<file path="src/rtl/bcd_display_scan.sv">
// Two-digit BCD display scanner: tracks a tens digit from ones-digit wraps,
// multiplexes both digits onto one active-low 7-segment driver.
module bcd_display_scan #(
  parameter int unsigned REFRESH_DIV = 50000
) (
  input  logic       clk,
  input  logic       rst,
  input  logic [3:0] d_in,
  input  logic       clr,
  input  logic       lz_blank,
  output logic [6:0] seg,
  output logic [1:0] an,
  output logic [3:0] tens,
  output logic       ovf,
  output logic       err
);

  localparam int unsigned CW = 16;
  localparam logic [CW-1:0] TC = CW'(REFRESH_DIV - 1);

  logic [3:0]    d_prev_q;
  logic [3:0]    tens_q, tens_d;
  logic          ovf_q, ovf_d;
  logic          err_q, err_d;
  logic [CW-1:0] cnt_q, cnt_d;
  logic          sel_q, sel_d;
  logic [6:0]    seg_q, seg_d;
  logic [1:0]    an_q, an_d;
  logic          wrap;
  logic [3:0]    digit;

  function automatic logic [6:0] enc(input logic [3:0] v);
    logic [6:0] s;
    s = 7'h3F;
    unique case (v)
      4'd0: s = 7'h40;
      4'd1: s = 7'h79;
      4'd2: s = 7'h24;
      4'd3: s = 7'h30;
      4'd4: s = 7'h19;
      4'd5: s = 7'h12;
      4'd6: s = 7'h02;
      4'd7: s = 7'h78;
      4'd8: s = 7'h00;
      4'd9: s = 7'h10;
      default: s = 7'h3F;
    endcase
    return s;
  endfunction

  // A ones wrap needs a real 9 followed by a real 0; invalid codes never match.
  assign wrap = (d_prev_q == 4'd9) && (d_in == 4'd0);

  // Tens digit, overflow pulse and sticky invalid-input flag.
  always_comb begin
    tens_d = tens_q;
    ovf_d  = 1'b0;
    err_d  = err_q | (d_in > 4'd9);
    if (clr) begin
      tens_d = 4'd0;
    end else if (wrap) begin
      if (tens_q == 4'd9) begin
        tens_d = 4'd0;
        ovf_d  = 1'b1;
      end else begin
        tens_d = tens_q + 4'd1;
      end
    end
  end

  // Refresh divider; slot select flips on each terminal count.
  always_comb begin
    cnt_d = cnt_q + CW'(1);
    sel_d = sel_q;
    if (cnt_q == TC) begin
      cnt_d = '0;
      sel_d = ~sel_q;
    end
  end

  // Segment/anode pattern for the current slot, blanking a leading zero.
  always_comb begin
    digit = sel_q ? tens_q : d_prev_q;
    an_d  = sel_q ? 2'b01 : 2'b10;
    seg_d = enc(digit);
    if (sel_q && lz_blank && (tens_q == 4'd0)) begin
      seg_d = 7'h7F;
    end
  end

  // All state, cleared asynchronously to a dark display in the ones slot.
  always_ff @(posedge clk or negedge rst) begin
    if (!rst) begin
      d_prev_q <= 4'd0;
      tens_q   <= 4'd0;
      ovf_q    <= 1'b0;
      err_q    <= 1'b0;
      cnt_q    <= '0;
      sel_q    <= 1'b0;
      seg_q    <= 7'h7F;
      an_q     <= 2'b11;
    end else begin
      d_prev_q <= d_in;
      tens_q   <= tens_d;
      ovf_q    <= ovf_d;
      err_q    <= err_d;
      cnt_q    <= cnt_d;
      sel_q    <= sel_d;
      seg_q    <= seg_d;
      an_q     <= an_d;
    end
  end

  assign seg  = seg_q;
  assign an   = an_q;
  assign tens = tens_q;
  assign ovf  = ovf_q;
  assign err  = err_q;

endmodule

</file>
<file path="config.mk">
export PLATFORM = sky130hd
export DESIGN_NAME = bcd_display_scan
export DESIGN_NICKNAME = d
export VERILOG_FILES = /design/src/rtl/bcd_display_scan.sv
export SDC_FILE = /design/constraint.sdc
export NUM_CORES = 1
export LEC_CHECK = 0
export CORE_MARGIN = 5
export CORE_UTILIZATION = 55
export DETAILED_ROUTE_END_ITERATION = 10
export GPL_TIMING_DRIVEN = 0
export PLACE_DENSITY = 0.8
export SYNTH_ARGS = -nofsm -noshare
export SYNTH_HDL_FRONTEND = slang
export SYNTH_SLANG_ARGS = --single-unit
export TNS_END_PERCENT = 50
</file>
<file path="constraint.sdc">
create_clock -name clk -period 4.9 [get_ports clk]
set_input_delay 0.735 -clock clk [delete_from_list [all_inputs] [get_ports clk]]
set_output_delay 0.735 -clock clk [all_outputs]
set_load 0.02 [all_outputs]
</file>
* Word level (Yosys, flattened, before mapping)
Memories as Yosys holds them, arrays and structs flattened. Cells that the tools add are included.
Word-level totals: register bits after elaboration 36, latch bits 0, RAM bits 0, ROM bits 112, bits of input ports 8, memories kept 1
Cells by class: add/sub/neg operators 2, multiply operators 0, div/mod/pow operators 0, order comparisons 1, eq/ne operators 3, shift-type cells 0, multiplexer cells 10, bitwise gates (word level) 2, reductions and logical operators 6
Memories:
- (name not given) | depth 16, bits a word 7, rd ports 1, clocked after Yosys merged registers in 0, write ports 0, line 35 | unique case (v)
Operators with widths (count):
- $add A16 B1 Y16 const B | 1
- $eq A16 B16 Y1 const B | 1
- $mux W16 | 1
- $mux W4 | 4
- $eq A4 B4 Y1 const B | 2
- $logic_not A4 Y1 | 2
- $mux W7 | 1
- $add A4 B1 Y4 const B | 1
- $gt A4 B4 Y1 const B | 1
- $logic_and A1 B1 Y1 | 3
- $mux W1 | 3
- $mux W2 | 1
- $reduce_bool A2 Y1 | 1
- $not A1 Y1 | 1
- $or A1 B1 Y1 | 1

* Logic depth before layout (Yosys ltp)
Gate-level depths: netlist of run 1.
word-level depth 4, mapped depth 7, mapped depth without buffers 6

* Worst setup path after synthesis of run 1
No wires, ideal clock.
path type input to register, from input d_in[2], to register tens_q[3], in the netlist tens[3], library setup time 0.082 ns, data arrival time 1.780 ns, data required time 4.818 ns, path slack 3.038 ns, stages 4, cells stage by stage nor4_4 > nand2_1 > or4_1 > a31oi_1
Between the ends: cells in the longest elaborated chain, start to end 3
RTL lines:
- from (decl) | line 8 | input logic [3:0] d_in,
- $logic_not A4 Y1 | line 52 | assign wrap = (d_prev_q == 4'd9) && (d_in == 4'd0);
- $logic_and A1 B1 Y1 | line 52
- $reduce_bool A2 Y1 (no line)
- to (signal assigned) | line 104 | tens_q <= tens_d;
- to (decl) | line 22 | logic [3:0] tens_q, tens_d;
Every way passes these cells. A chain may end at the register's enable or synchronous reset.

* Worst setup path after layout of run 1
from register tens_q[3], in the netlist tens[3], to output tens[3]
RTL lines:
- to (decl) | line 13 | output logic [3:0] tens,
No word-level cell between the ends.

==> results.py, run 1 <==
metrics = {
    "place": {
        "hpwlAfterDp_um": 2340,
        "gp_congestion": 0.8316,
        "io_buffers": 22,
        "postPlaceCellArea_um2": 2011,
        "dp_slack_ns": 2.408,
    },
    "synthesis": {
        "ys_ff_latch": 36,
        "synth_top_area_share_pct": 38.82,
        "synth-compound-area-share_pct": 5.392,
        "synth_mux_area_share_pct": 5.464,
        "ys.flop_type": "dfrtp_1",
        "synth_top_family_by_area": "simple AND/OR/NAND/NOR gates",
        "yosys.area.top_type": "dfrtp_1",
        "yosys.area_share.simple_pct": 19.70,
        "syn-num-nets": 175,
        "syn_area_per_cell_um2": 11.09,
        "yosysUniqueCellTypes": 29,
        "async_reset_ff_share_pct": 100.0,
        "ys_seq_area_share_pct": 52.41,
        "synth_xor_area_share_pct": 6.542,
        "yosysWarningCount": 0,
        "syn-instance-count": 157,
        "netlist_area_um2": 1740,
        "synth_fa_ha_area_share_pct": 7.189,
        "synth-edff-count": 0,
        "synth_area_leaders": "dfrtp_1 (39%), dfstp_2 (14%), ha_1 (7.2%), xnor2_1 (3.5%), nor2_1 (3.2%)",
    },
    "critical_path": {
        "critPathSlowestCell": "clkdlybuf4s50_1",
        "crit_required_ns": 4.16,
        "crit_path_max_incr_delay_ns": 0.66,
        "crit_path_start_kind": "flop",
        "rr_worst_depth": 4,
        "critical_path.endpoint_type": "output port",
        "criticalPathCategory": "reg -> out",
        "path_cells": "clkdlybuf4s50_1",
        "critical_path.top_delay_family": "buffers and inverters",
        "cp.arrival_ns": 1.50,
        "critPathMaxFanout": 8,
        "cp.depth": 1,
        "worst-path-buf-inv": 1,
    },
    "clock_network": {
        "cts_resized": 0,
        "clock_latency_ns": 0.35,
        "cts_max_path_buffers": 2,
        "root_buffer": "clkbuf_4",
        "cts_tree": "yes",
        "clkSinkCount": 36,
        "path_clk_slew_ns": 0.10,
        "postCtsSetupBuffers": 0,
        "cts_hold_buf": 0,
        "cts_inserted_buffers": 5,
        "cts_htree_levels": 2,
    },
    "floorplanning": {
        "dieArea_um2": 4389,
        "pin_count": 23,
        "core_area_um2": 3053,
        "start_util_pct": 57.01,
        "rows": 20,
        "die_w_um": 66.25,
        "fp.dieH_um": 66.25,
    },
    "timing": {
        "rsz0062_at_grt": "no",
        "final.setup.tns_ns": 0,
        "hold_viol": 0,
        "finClkSkew_ns": 0.01386,
        "period_share_pct": 45.66,
        "timing.fmax_mhz": 446.9,
        "relSlewSlack_pct": 49.06,
        "worstMarginPinSlew_ns": 0.7641,
        "min_period_ns": 2.238,
        "fin_ws_ns": 2.662,
        "setup_violations": 0,
        "final_max_slew_viol_count": 0,
    },
    "routing": {
        "wl_met3_um": 150,
        "dr.max_layer_used": "met4",
        "drtAntennaViolNets": 0,
        "wl_met2_um": 1631,
        "drt_iter0_drc": 34,
        "totalWireLength_um": 3253,
        "vias": 1235,
        "first_pass_iters": 4,
        "wl_per_cell_um": 14.08,
        "avgViaCountPerCell": 5.346,
        "route.layer.met1.wl_um": 1415,
        "post-route-drc-count": 0,
    },
    "outcome": {
        "status": "finished, final reports clean",
    },
    "global_route": {
        "grt_max_degree": 37,
        "antenna_found_initial": 0,
        "overflow": 0,
        "grt_util_all_layers_pct": 16.99,
        "grt_pass1_vias": 1305,
        "grt_pass1_wl_um": 5602,
    },
    "layout": {
        "utilization_pct": 67.50,
        "drive_gt1_share_pct": 13.90,
        "nets": 204,
        "stdcell_area_um2": 2061,
        "antenna_cells": 0,
        "area_growth_pct": 18.40,
        "fill_cells": 247,
    },
    "job": {
        "max_cap_viol_count": 0,
    },
    "min_path": {
        "holdPathStages": 0,
        "min_path_type": "reg -> reg",
    },
    "power_and_ir_drop": {
        "power_density_nw_per_um2": 245.8,
        "ir_drop_v": 0.0001392,
        "p_leak_nw": 0.8779,
    },
}
## synthesized netlist by cell type (2+ instances only)
cell / number
nand2_1: 10
or4bb_1: 2
a21oi_1: 6
inv_1: 11
o21ai_0: 10
nor2_1: 15
mux2i_1: 5
mux2_2: 4
dfrtp_1: 27
xnor2_1: 7
nand4_1: 6
ha_1: 10
nor3_1: 4
nor4_1: 3
nand3_1: 9
dfstp_2: 9
nor4_4: 2
xor2_1: 6
## layout by cell type (no fill, tap or decap)
cell,instances
xor2_1,6
a31oi_1,1
nor4_4,2
or3_1,1
buf_2,2
buf_6,1
inv_1,11
or4b_4,1
o21ai_0,10
mux2_2,4
or4_1,1
clkinv_2,1
clkbuf_4,5
nor4_1,3
nor2_1,15
clkbuf_1,2
xnor2_1,7
nand3_1,9
o21a_1,1
nand4_1,6
clkdlybuf4s50_1,21
or4bb_1,2
nand2_1,10
nor3_1,4
nor2b_1,1
ha_1,10
dfrtp_1,27
dfstp_2,9
mux2i_1,5
or4b_1,1
a21oi_1,6
and4bb_2,1
nand2b_1,1
## registers in the layout, summed over array words and instances, names as in the netlist
signal and flops:
seg 7, ovf 1, tens 4, cnt_q 16, an 2, d_prev_q 4, sel_q 1, err 1
## path summary, 6_finish.rpt
path / startpoint / to / slack (ns)
min reg2reg: sel_q / an[0] / 0.38
max reg2reg: cnt_q[7] / cnt_q[12] / 3.20
max in group asynchronous: rst / sel_q / 3.96
min in group asynchronous: rst / cnt_q[4] / 0.45
max: tens[3] / tens[3] / 2.66
min: sel_q / an[0] / 0.38
## stage by stage
step	power [mW]	hold slack (ns)	instances
3_5_place_dp	0.3607	0.3645	223
6_report	0.5066	0.3847	231
5_1_grt	0.5276	0.4024	231
2_1_floorplan	0.3351	0.3497	157
3_3_place_gp	0.3593	0.3609	223
4_1_cts	0.5104	0.3882	231
## final cells by class
| cell class | count | area [um2] | share of cell area (%) |
|---|---|---|---|
| clock inverter | 1 | 5.005 | 0.2429 |
| inverter | 11 | 41.29 | 2.004 |
| sequential | 36 | 912.1 | 44.26 |
| tap | 44 | 55.05 | 2.672 |
| timing repair buffer | 22 | 215.2 | 10.44 |
| multi-input combinational | 108 | 770.7 | 37.40 |
| clock buffer | 7 | 45.04 | 2.186 |
| buffer | 2 | 16.27 | 0.7893 |
## cell families (layout without fill, tap and decap cells)
family                     after synthesis  after routing
DFF                                     36             36
AOI/OAI and AO/OA                       18             18
muxes                                    9              9
buffers and inverters                   13             43
adders and majority gates               10             10
and+or+nand+nor                         58             58
xor gates and xnor gates                13             13
## power breakdown
group | internal [mW] | total (mW) | switching, mW
logic | 0.0195 | 0.0452 | 0.0258
clock network | 0.0559 | 0.152 | 0.0961
registers | 0.307 | 0.309 | 0.00248
## per-layer routing
layer,up-vias,GRT usage (%)
met4,0,8.122
met1,601,19.19
met5,-,0
li1,603,-
met2,23,28.75
met3,8,5.442
(Power assumes the default switching activity.)
==> run 2: changes to the inputs <==
--- a/config.mk
+++ b/config.mk
@@ -6,10 +6,10 @@
 export NUM_CORES = 1
 export LEC_CHECK = 0
 export CORE_MARGIN = 5
-export CORE_UTILIZATION = 55
+export CORE_UTILIZATION = 49
 export DETAILED_ROUTE_END_ITERATION = 10
 export GPL_TIMING_DRIVEN = 0
-export PLACE_DENSITY = 0.8
+export PLACE_DENSITY = 0.75
 export SYNTH_ARGS = -nofsm -noshare
 export SYNTH_HDL_FRONTEND = slang
 export SYNTH_SLANG_ARGS = --single-unit
==> constraint.sdc (replaced) <==
create_clock -name clk -period 1.9 [get_ports clk]
set_input_delay 0.285 -clock clk [delete_from_list [all_inputs] [get_ports clk]]
set_output_delay 0.285 -clock clk [all_outputs]
set_load 0.02 [all_outputs]
==> results.py, run 2 (synthesized netlist as in run 1, its figures left out) <==
metrics = {
    "outcome": {
        "status": "finished with violations",
        "violations": "hold timing",
    },
    "floorplanning": {
        "start_util_pct": 51.35,
        "rows": 21,
        "pin_count": 23,
        "fp.dieH_um": 69.60,
        "dieArea_um2": 4843,
        "die_w_um": 69.60,
        "core_area_um2": 3390,
    },
    "global_route": {
        "antenna_found_initial": 0,
        "overflow": 0,
        "grt_util_all_layers_pct": 13.76,
        "grt_pass1_wl_um": 5326,
        "grt_pass1_vias": 1172,
        "grt_max_degree": 37,
    },
    "clock_network": {
        "root_buffer": "clkbuf_4",
        "clock_latency_ns": 0.35,
        "cts_htree_levels": 2,
        "clkSinkCount": 36,
        "cts_inserted_buffers": 5,
        "postCtsSetupBuffers": 0,
        "cts_max_path_buffers": 2,
        "path_clk_slew_ns": 0.11,
        "cts_resized": 0,
        "cts_hold_buf": 0,
        "cts_tree": "yes",
    },
    "place": {
        "gp_congestion": 0.8296,
        "dp_cells": 225,
        "io_buffers": 22,
        "hpwlAfterDp_um": 2224,
        "postPlaceCellArea_um2": 2013,
    },
    "critical_path": {
        "rr_worst_depth": 7,
        "cp.depth": 1,
        "critPathMaxFanout": 8,
        "endpoint": "tens[3]",
        "path_cells": "clkdlybuf4s50_1",
        "crit_required_ns": 1.62,
        "critical_path.top_delay_family": "buffers and inverters",
        "worst-path-buf-inv": 1,
        "reg2reg_slack_ns": 0.17,
        "critPathLaunch": "tens[3]",
        "crit_path_max_incr_delay_ns": 0.67,
        "criticalPathCategory": "reg -> out",
        "r2r-end": "seg[3]",
        "critical_path.endpoint_type": "output port",
        "reg2reg_from": "sel_q",
        "cp.arrival_ns": 1.52,
        "crit_path_start_kind": "flop",
        "critPathSlowestCell": "clkdlybuf4s50_1",
    },
    "layout": {
        "area_growth_pct": 19.27,
        "fill_cells": 271,
        "antenna_cells": 0,
        "nets": 204,
        "largest_reg_flops": 16,
        "final_cell_mix": "dfrtp_1 (27), clkdlybuf4s50_1 (21), nor2_1 (15)",
        "final_common_cell": "dfrtp_1",
        "max_flop_register": "cnt_q",
        "stdcell_area_um2": 2076,
        "drive_gt1_share_pct": 14.44,
        "utilization_pct": 61.24,
        "fin_cells": 233,
    },
    "timing": {
        "final_max_slew_viol_count": 0,
        "min_period_ns": 1.807,
        "hold_viol": 10,
        "rsz0062_at_grt": "no",
        "relSlewSlack_pct": 50.22,
        "final.setup.tns_ns": 0,
        "period_share_pct": 95.09,
        "setup_violations": 0,
        "finClkSkew_ns": 0.01396,
        "timing.fmax_mhz": 553.5,
        "worstMarginPinSlew_ns": 0.7468,
        "whs_ns": -0.01335,
    },
    "routing": {
        "totalWireLength_um": 3093,
        "wl_per_cell_um": 13.27,
        "first_pass_iters": 4,
        "avgViaCountPerCell": 5.318,
        "drtAntennaViolNets": 0,
        "drt_iter0_drc": 64,
        "post-route-drc-count": 0,
        "vias": 1239,
    },
    "power_and_ir_drop": {
        "power_density_nw_per_um2": 645.8,
        "ir_drop_v": 0.0004441,
        "p_leak_nw": 0.8801,
    },
    "job": {
        "max_cap_viol_count": 0,
    },
    "min_path": {
        "min_path_type": "in -> async",
    },
}
## run 2: worst min-delay path by stage
stage                from        end  depth (start not counted)
floorplan             rst   cnt_q[0]                          0
global placement    sel_q      an[0]                          0
detailed placement  sel_q      an[0]                          0
CTS                   rst  cnt_q[12]                          1
global route          rst  cnt_q[12]                          1
finish                rst  cnt_q[12]                          1
## run 2: metrics by stage
stage | worst slack, ns | total power [mW]
3_3_place_gp | -0.1615 | 0.9271
4_1_cts | 0.07721 | 1.362
2_1_floorplan | 0.2644 | 0.8643
6_report | 0.09328 | 1.341
5_1_grt | 0.03494 | 1.404
3_5_place_dp | -0.1304 | 0.9293
## run 2: where the power goes
group | internal, mW | switching, mW
clock network | 0.181 | 0.246
logic | 0.0503 | 0.0657
registers | 0.791 | 0.00611
## run 2: cell type report
| type | count | area (um2) | share of cell area (%) |
|---|---|---|---|
| Multi-Input combinational cell | 108 | 770.7 | 37.13 |
| Clock buffer | 7 | 55.05 | 2.652 |
| Buffer | 2 | 16.27 | 0.7836 |
| Tap cell | 46 | 57.56 | 2.773 |
| Sequential cell | 36 | 912.1 | 43.94 |
| Clock inverter | 1 | 7.507 | 0.3617 |
| Inverter | 11 | 41.29 | 1.989 |
| Timing Repair Buffer | 22 | 215.2 | 10.37 |
## run 2: routing by layer
layer	track usage, %	up-vias	routed length (um)	share of wire, %
met2	21.08	43	1442	47
li1	-	602	-	-
met5	0	-	0	0
met4	7.158	0	87	2.8
met1	17.13	584	1388	45
met3	4.638	10	175	5.7
==> run 3: changes to the inputs <==
--- a/config.mk
+++ b/config.mk
@@ -13,4 +13,4 @@
 export SYNTH_ARGS = -nofsm -noshare
 export SYNTH_HDL_FRONTEND = slang
 export SYNTH_SLANG_ARGS = --single-unit
-export TNS_END_PERCENT = 50
+export TNS_END_PERCENT = 100
==> results of run 3 <==
Same layout as run 2: the final DEF is identical, and so are final timing and power.
